--- src/rtl/lotr_pkg.sv ---
// Shared ring-stop types: opcodes, the ring packet, and channel sizing.
package lotr_pkg;
  localparam int NUM_CH_MAX = 4;
  localparam int CH_W       = $clog2(NUM_CH_MAX);

  typedef enum logic [1:0] {
    RD     = 2'd0,
    WR     = 2'd1,
    RD_RSP = 2'd2,
    WR_RSP = 2'd3
  } t_opcode;

  typedef struct packed {
    logic        valid;
    logic [9:0]  requestor;
    t_opcode     opcode;
    logic [31:0] address;
    logic [31:0] data;
  } t_ring_pkt;
endpackage

--- src/rtl/ring_fifo.sv ---
// Show-ahead packet FIFO: head is visible combinationally whenever not_empty.
module ring_fifo
  import lotr_pkg::*;
#(
  parameter int DEPTH = 4
) (
  input  logic      clk,
  input  logic      srst,
  input  logic      push,
  input  t_ring_pkt push_data,
  input  logic      pop,
  output t_ring_pkt head,
  output logic      not_full,
  output logic      not_empty
);
  localparam int PTR_W = $clog2(DEPTH);
  localparam logic [PTR_W-1:0] PTR_ONE  = PTR_W'(1);
  localparam logic [PTR_W:0]   CNT_ONE  = (PTR_W + 1)'(1);
  localparam logic [PTR_W:0]   CNT_FULL = (PTR_W + 1)'(DEPTH);

  t_ring_pkt        mem [DEPTH];
  logic [PTR_W-1:0] wr_ptr_reg;
  logic [PTR_W-1:0] rd_ptr_reg;
  logic [PTR_W:0]   count_reg;

  always_ff @(posedge clk) begin
    if (srst) begin
      wr_ptr_reg <= '0;
      rd_ptr_reg <= '0;
      count_reg  <= '0;
    end else begin
      if (push) wr_ptr_reg <= wr_ptr_reg + PTR_ONE;
      if (pop)  rd_ptr_reg <= rd_ptr_reg + PTR_ONE;
      case ({push, pop})
        2'b10:   count_reg <= count_reg + CNT_ONE;
        2'b01:   count_reg <= count_reg - CNT_ONE;
        default: count_reg <= count_reg;
      endcase
    end
  end

  always_ff @(posedge clk) begin
    if (push) mem[wr_ptr_reg] <= push_data;
  end

  assign head      = mem[rd_ptr_reg];
  assign not_full  = (count_reg != CNT_FULL);
  assign not_empty = (count_reg != '0);
endmodule

--- src/rtl/ring_stop_mc.sv ---
// Ring stop: 2-cycle pass-through on request/response rings, ejection to the
// local target/channels, and round-robin injection from per-channel FIFOs.
module ring_stop_mc
  import lotr_pkg::*;
#(
  parameter int NUM_CH     = 4,
  parameter int FIFO_DEPTH = 4
) (
  input  logic              QClk,
  input  logic              RstQnnnH,
  input  logic [7:0]        CoreID,
  input  logic              RingReqInValidQ500H,
  input  logic [9:0]        RingReqInRequestorQ500H,
  input  t_opcode           RingReqInOpcodeQ500H,
  input  logic [31:0]       RingReqInAddressQ500H,
  input  logic [31:0]       RingReqInDataQ500H,
  input  logic              RingRspInValidQ500H,
  input  logic [9:0]        RingRspInRequestorQ500H,
  input  t_opcode           RingRspInOpcodeQ500H,
  input  logic [31:0]       RingRspInAddressQ500H,
  input  logic [31:0]       RingRspInDataQ500H,
  output logic              RingReqOutValidQ502H,
  output logic [9:0]        RingReqOutRequestorQ502H,
  output t_opcode           RingReqOutOpcodeQ502H,
  output logic [31:0]       RingReqOutAddressQ502H,
  output logic [31:0]       RingReqOutDataQ502H,
  output logic              RingRspOutValidQ502H,
  output logic [9:0]        RingRspOutRequestorQ502H,
  output t_opcode           RingRspOutOpcodeQ502H,
  output logic [31:0]       RingRspOutAddressQ502H,
  output logic [31:0]       RingRspOutDataQ502H,
  input  logic [NUM_CH-1:0] LclReqValid,
  input  t_opcode           LclReqOpcode  [NUM_CH],
  input  logic [31:0]       LclReqAddress [NUM_CH],
  input  logic [31:0]       LclReqData    [NUM_CH],
  output logic [NUM_CH-1:0] LclReqReady,
  output logic              TgtReqValid,
  output logic [9:0]        TgtReqRequestor,
  output t_opcode           TgtReqOpcode,
  output logic [31:0]       TgtReqAddress,
  output logic [31:0]       TgtReqData,
  input  logic              TgtReqReady,
  input  logic              TgtRspValid,
  input  logic [9:0]        TgtRspRequestor,
  input  t_opcode           TgtRspOpcode,
  input  logic [31:0]       TgtRspAddress,
  input  logic [31:0]       TgtRspData,
  output logic              TgtRspReady,
  output logic [NUM_CH-1:0] LclRspValid,
  output t_opcode           LclRspOpcode  [NUM_CH],
  output logic [31:0]       LclRspAddress [NUM_CH],
  output logic [31:0]       LclRspData    [NUM_CH]
);
  t_ring_pkt req_s1_reg, rsp_s1_reg;
  t_ring_pkt req_out_reg, req_out_next;
  t_ring_pkt rsp_out_reg, rsp_out_next;
  t_ring_pkt tgt_req_reg, tgt_req_next;
  t_ring_pkt lcl_rsp_reg, lcl_rsp_next;
  logic [CH_W-1:0] rr_ptr_reg, rr_ptr_next;

  t_ring_pkt         lcl_push_pkt [NUM_CH];
  t_ring_pkt         lcl_head     [NUM_CH];
  logic [NUM_CH-1:0] lcl_not_empty, lcl_pop;
  t_ring_pkt         rsp_push_pkt, rsp_head;
  logic              rsp_not_empty, rsp_pop;

  logic req_eject, req_free, rsp_eject, rsp_free, grant_valid;
  int   grant_ch;

  generate
    for (genvar gi = 0; gi < NUM_CH; gi++) begin : g_ch
      assign lcl_push_pkt[gi] = '{valid: 1'b1, requestor: {CoreID, CH_W'(gi)},
                                  opcode: LclReqOpcode[gi], address: LclReqAddress[gi],
                                  data: LclReqData[gi]};

      ring_fifo #(.DEPTH(FIFO_DEPTH)) u_lcl_fifo (
        .clk       (QClk),
        .srst      (RstQnnnH),
        .push      (LclReqValid[gi] && LclReqReady[gi]),
        .push_data (lcl_push_pkt[gi]),
        .pop       (lcl_pop[gi]),
        .head      (lcl_head[gi]),
        .not_full  (LclReqReady[gi]),
        .not_empty (lcl_not_empty[gi])
      );

      // lcl_rsp_reg is all-zero unless a deliverable response was ejected.
      logic sel;
      assign sel               = lcl_rsp_reg.valid && (lcl_rsp_reg.requestor[CH_W-1:0] == CH_W'(gi));
      assign LclRspValid[gi]   = sel;
      assign LclRspOpcode[gi]  = sel ? lcl_rsp_reg.opcode : RD;
      assign LclRspAddress[gi] = sel ? lcl_rsp_reg.address : '0;
      assign LclRspData[gi]    = sel ? lcl_rsp_reg.data : '0;
    end
  endgenerate

  assign rsp_push_pkt = '{valid: 1'b1, requestor: TgtRspRequestor, opcode: TgtRspOpcode,
                          address: TgtRspAddress, data: TgtRspData};

  ring_fifo #(.DEPTH(FIFO_DEPTH)) u_rsp_fifo (
    .clk       (QClk),
    .srst      (RstQnnnH),
    .push      (TgtRspValid && TgtRspReady),
    .push_data (rsp_push_pkt),
    .pop       (rsp_pop),
    .head      (rsp_head),
    .not_full  (TgtRspReady),
    .not_empty (rsp_not_empty)
  );

  always_comb begin
    grant_valid = 1'b0;
    grant_ch    = 0;
    // Search from the pointer upward first, then wrap to the low channels.
    for (int j = 0; j < NUM_CH; j++) begin
      if (!grant_valid && lcl_not_empty[j] && (j >= int'(rr_ptr_reg))) begin
        grant_valid = 1'b1;
        grant_ch    = j;
      end
    end
    for (int j = 0; j < NUM_CH; j++) begin
      if (!grant_valid && lcl_not_empty[j] && (j < int'(rr_ptr_reg))) begin
        grant_valid = 1'b1;
        grant_ch    = j;
      end
    end
  end

  always_comb begin
    req_eject    = req_s1_reg.valid && (req_s1_reg.address[31:24] == CoreID) && TgtReqReady;
    req_free     = !req_s1_reg.valid || req_eject;
    tgt_req_next = req_eject ? req_s1_reg : '0;
    req_out_next = req_free ? '0 : req_s1_reg;
    lcl_pop      = '0;
    rr_ptr_next  = rr_ptr_reg;
    for (int k = 0; k < NUM_CH; k++) begin
      if (req_free && grant_valid && (grant_ch == k)) begin
        req_out_next = lcl_head[k];
        lcl_pop[k]   = 1'b1;
      end
    end
    if (req_free && grant_valid)
      rr_ptr_next = (grant_ch == NUM_CH - 1) ? '0 : CH_W'(grant_ch + 1);

    rsp_eject    = rsp_s1_reg.valid && (rsp_s1_reg.requestor[9:CH_W] == CoreID);
    rsp_free     = !rsp_s1_reg.valid || rsp_eject;
    rsp_pop      = rsp_free && rsp_not_empty;
    rsp_out_next = !rsp_free ? rsp_s1_reg : (rsp_pop ? rsp_head : '0);
    // Channel numbers beyond NUM_CH have no listener: the packet is dropped.
    lcl_rsp_next = (rsp_eject && (int'(rsp_s1_reg.requestor[CH_W-1:0]) < NUM_CH)) ? rsp_s1_reg : '0;
  end

  always_ff @(posedge QClk) begin
    if (RstQnnnH) begin
      req_s1_reg  <= '0;
      rsp_s1_reg  <= '0;
      req_out_reg <= '0;
      rsp_out_reg <= '0;
      tgt_req_reg <= '0;
      lcl_rsp_reg <= '0;
      rr_ptr_reg  <= '0;
    end else begin
      req_s1_reg  <= '{valid: RingReqInValidQ500H, requestor: RingReqInRequestorQ500H,
                       opcode: RingReqInOpcodeQ500H, address: RingReqInAddressQ500H,
                       data: RingReqInDataQ500H};
      rsp_s1_reg  <= '{valid: RingRspInValidQ500H, requestor: RingRspInRequestorQ500H,
                       opcode: RingRspInOpcodeQ500H, address: RingRspInAddressQ500H,
                       data: RingRspInDataQ500H};
      req_out_reg <= req_out_next;
      rsp_out_reg <= rsp_out_next;
      tgt_req_reg <= tgt_req_next;
      lcl_rsp_reg <= lcl_rsp_next;
      rr_ptr_reg  <= rr_ptr_next;
    end
  end

  assign RingReqOutValidQ502H     = req_out_reg.valid;
  assign RingReqOutRequestorQ502H = req_out_reg.requestor;
  assign RingReqOutOpcodeQ502H    = req_out_reg.opcode;
  assign RingReqOutAddressQ502H   = req_out_reg.address;
  assign RingReqOutDataQ502H      = req_out_reg.data;
  assign RingRspOutValidQ502H     = rsp_out_reg.valid;
  assign RingRspOutRequestorQ502H = rsp_out_reg.requestor;
  assign RingRspOutOpcodeQ502H    = rsp_out_reg.opcode;
  assign RingRspOutAddressQ502H   = rsp_out_reg.address;
  assign RingRspOutDataQ502H      = rsp_out_reg.data;
  assign TgtReqValid              = tgt_req_reg.valid;
  assign TgtReqRequestor          = tgt_req_reg.requestor;
  assign TgtReqOpcode             = tgt_req_reg.opcode;
  assign TgtReqAddress            = tgt_req_reg.address;
  assign TgtReqData               = tgt_req_reg.data;
endmodule

--- config.mk ---
export PLATFORM = sky130hd
export DESIGN_NAME = ring_stop_mc
export DESIGN_NICKNAME = d
export VERILOG_FILES = /design/src/rtl/lotr_pkg.sv /design/src/rtl/ring_fifo.sv /design/src/rtl/ring_stop_mc.sv
export SDC_FILE = /design/constraint.sdc
export NUM_CORES = 2
export LEC_CHECK = 0
export ABC_CLOCK_PERIOD_IN_PS = 3900
export CAP_MARGIN = 20
export CELL_PAD_IN_SITES_DETAIL_PLACEMENT = 1
export CELL_PAD_IN_SITES_GLOBAL_PLACEMENT = 2
export CORE_MARGIN = 2
export CORE_UTILIZATION = 38
export CTS_BUF_LIST = sky130_fd_sc_hd__clkbuf_2
export CTS_CLUSTER_SIZE = 28
export DETAILED_ROUTE_END_ITERATION = 8
export PLACE_DENSITY = 0.79
export SLEW_MARGIN = 20
export SYNTH_ARGS = -nofsm -noshare
export SYNTH_HDL_FRONTEND = slang
export SYNTH_HIERARCHICAL = 1
export SYNTH_SLANG_ARGS = --single-unit
--- constraint.sdc ---
create_clock -name QClk -period 3.9 [get_ports QClk]
set_input_delay 0.39 -clock QClk [delete_from_list [all_inputs] [get_ports QClk]]
set_output_delay 0.39 -clock QClk [all_outputs]
set_load 0.1 [all_outputs]
==> reports/qor.csv <==
metric;value;unit
r2r_cells;13;
placeableCoreArea;0.200;sq mm
cp-end-kind;register;
ioPinCount;1014;
portBuffers;1013;
min_path_type;primary input to register;
crit_fanout;26;
dieWidth;452;um
cts_root_buf;clkbuf_2;
area_delta_synth_final;38.1;%
cts_buffers;547;
htree_levels;6;
drc;0;
ys_ff_latch;2041;
grt_util_all_layers;0.273;
power_density;654;mW/mm^2
syn_area;0.0762;sq mm
worstMarginPinSlew;1300;ps
rr_startpoint;g_ch[0].u_lcl_fifo/count_reg[1];
synth.avg_cell_area;18.1;sq um
async_flop_share;0;
layout.nets;7339;
period_needed;3750;ps
drv_slew;0;
clk_latency;1930;ps
yosysWarnings;6;
maxCapViolCount;0;
synth.top_cells.by_count;edfxtp_1 (1540), dfxtp_1 (501), and2_1 (434);
drt_iter0_drc;5151;
synth_edf_count;1540;
setup_ws;155;ps
netlist.area_leader.share;0.607;
dr.pass1.iters;7;
hold-worst-slack;218;ps
finish.utilization;0.527;
hold_end;req_s1_reg[20];
grt_pass1_vias;55568;
synth_cell_types;47;
yosysMostFrequentCell;edfxtp_1;
seq_area_frac_synth;0.738;
timing.final.crit_share;0.960;
yosys.area.top_type;edfxtp_1;
clockBufferDepth;4;
synthTopCellsByArea;edfxtp_1 (61%), dfxtp_1 (13%), mux4_2 (11%);
place_congestion;0.898;
synth_flop_cell;edfxtp_1;
top_regs;g_ch.u_lcl_fifo/mem (1232), u_rsp_fifo/mem (308);
largest_register_ffs;1232;
start_kind;register;
grt-ovfl-total;0;
die-height;452;um
routedWlPerCell;29.3;um
grt_start_max_net_pins;105;
dpl.hpwl;176;mm
power;68800;uW
ir_worst_vdd;889;uV
start_util;0.382;
hold_violations;0;
fp-row-count;164;
vias_per_cell;5.25;
leakage;0.0387;uW
skew;255;ps
vias;52110;
reg2reg_slack;150;ps
tritoncts;built;
syn_inst;4210;
antenna_found_initial;129;
drt-total-wl;291;mm
r2r_end;RingReqOutAddressQ502H[16];
largest-register;g_ch.u_lcl_fifo/mem;
fmax;267;MHz
holdPathStages;4;
pre_cts_slack;-5.56;ps
drive_gt1_frac;0.254;
drtAntennaViolNets;0;
grt_first_pass_wirelength;401;mm
die_area;0.204;sq mm
critPathRequiredTime;5600;ps
hp-start;RingReqInDataQ500H[20];
cp.arrival;5440;ps
path_class;register to register;
clock-sinks;2041;
max_slew_margin;0.138;
setup_violations;0;
clk_pin_slew;140;ps
status;finished clean;
-- stage by stage --
stage | TNS, ps | cell area, sq um | instances
floorplan | 0 | 76400 | 4260
global placement | 0 | 89300 | 7795
detailed placement | -5.56 | 89400 | 7797
CTS | 0 | 105000 | 9832
global route | -6140 | 105000 | 9919
finish | 0 | 105000 | 9927
-- cells in the final DEF (no fill, tap or decap), drive strengths merged, types with 4 or more instances in the layout --
| cell | instances |
|---|---|
| clkdlybuf4s50 | 533 |
| or3 | 10 |
| and3b | 4 |
| clkbuf | 822 |
| clkinv | 88 |
| fa | 5 |
| a22oi | 76 |
| conb | 52 |
| nor2b | 157 |
| nand2 | 240 |
| diode | 95 |
| and3 | 7 |
| mux2i | 5 |
| nor2 | 45 |
| bufinv | 5 |
| edfxtp | 1540 |
| inv | 126 |
| o2111ai | 76 |
| and2 | 434 |
| a221oi | 77 |
| xnor2 | 23 |
| dfxtp | 501 |
| a21oi | 93 |
| mux4 | 385 |
| ha | 29 |
| o21ai | 6 |
| dlygate4sd3 | 1087 |
| nand3 | 83 |
| dlygate4sd2 | 185 |
| buf | 443 |
| xor2 | 18 |
-- what timing repair did --
action,CTS,global route
setup buffers,11,0
setup endpoints to repair,457,8
pin swaps,6,0
gates resized for setup,247,8
cloned,6,0
endpoints found under the hold margin,3289,0
hold buffers,1088,0
-- metal layers --
| layer | vias to the layer above | track usage | share of wire | wire length, um |
|---|---|---|---|---|
| li1 | 21635 | - | - | - |
| met1 | 26836 | 0.353 | 0.39 | 115000 |
| met2 | 2815 | 0.430 | 0.47 | 137000 |
| met3 | 780 | 0.0632 | 0.079 | 22900 |
| met4 | 44 | 0.140 | 0.055 | 16000 |
| met5 | - | 0 | 0.0010 | 300 |
-- report_power, final --
part	internal, uW	total (uW)	switching (uW)	leakage [uW]
logic	8770	25900	17200	0.0168
clock network	5870	15400	9570	0.00371
registers	26100	27400	1330	0.0183
-- cell families after synthesis --
group,synth area share
adders and majority gates,0.00607
AOI/OAI and AO/OA,0.0396
other,0.0000985
muxes,0.114
and+or+nand+nor,0.0703
DFF,0.738
buffers and inverters,0.0266
xor gates and xnor gates,0.00471
-- final cells by class --
| class | instances | area [sq um] |
|---|---|---|
| fill | 19484 | 94400 |
| sequential | 2041 | 56300 |
| timing repair buffer | 2252 | 22000 |
| multi-input combinational | 1842 | 18300 |
| clock buffer | 821 | 4110 |
| tap | 2656 | 3320 |
| clock inverter | 109 | 573 |
| inverter | 111 | 417 |
| antenna | 95 | 238 |
-- worst max-delay path, cell delays in order, from the launching register on --
cell and delay [ps]:
dfxtp_1 350, or3_1 440, nor2b_1 170, a21oi_1 120, o22ai_1 100, a21oi_1 410
inv_1 150, ha_1 250, nor2b_4 200, buf_4 290, a22oi_1 690, nand2_1 190
o2111ai_2 140, a221oi_2 80
-- worst max path at each step --
stage | startpoint | to | slack, ps | depth (start not counted)
floorplan | g_ch[0].u_lcl_fifo/count_reg[0] | g_ch[0].u_lcl_fifo/mem[0][0] | 90 | 4
global placement | CoreID[5] | g_ch[3].u_lcl_fifo/count_reg[2] | 30 | 13
detailed placement | CoreID[5] | g_ch[3].u_lcl_fifo/count_reg[2] | -6 | 13
CTS | RingRspOutDataQ502H[16] | RingRspOutDataQ502H[16] | 0.8 | 1
global route | lcl_rsp_reg[76] | LclRspData[117] | -70 | 4
finish | g_ch[0].u_lcl_fifo/count_reg[1] | RingReqOutAddressQ502H[16] | 150 | 13
Power figures use the tool's default switching activity.
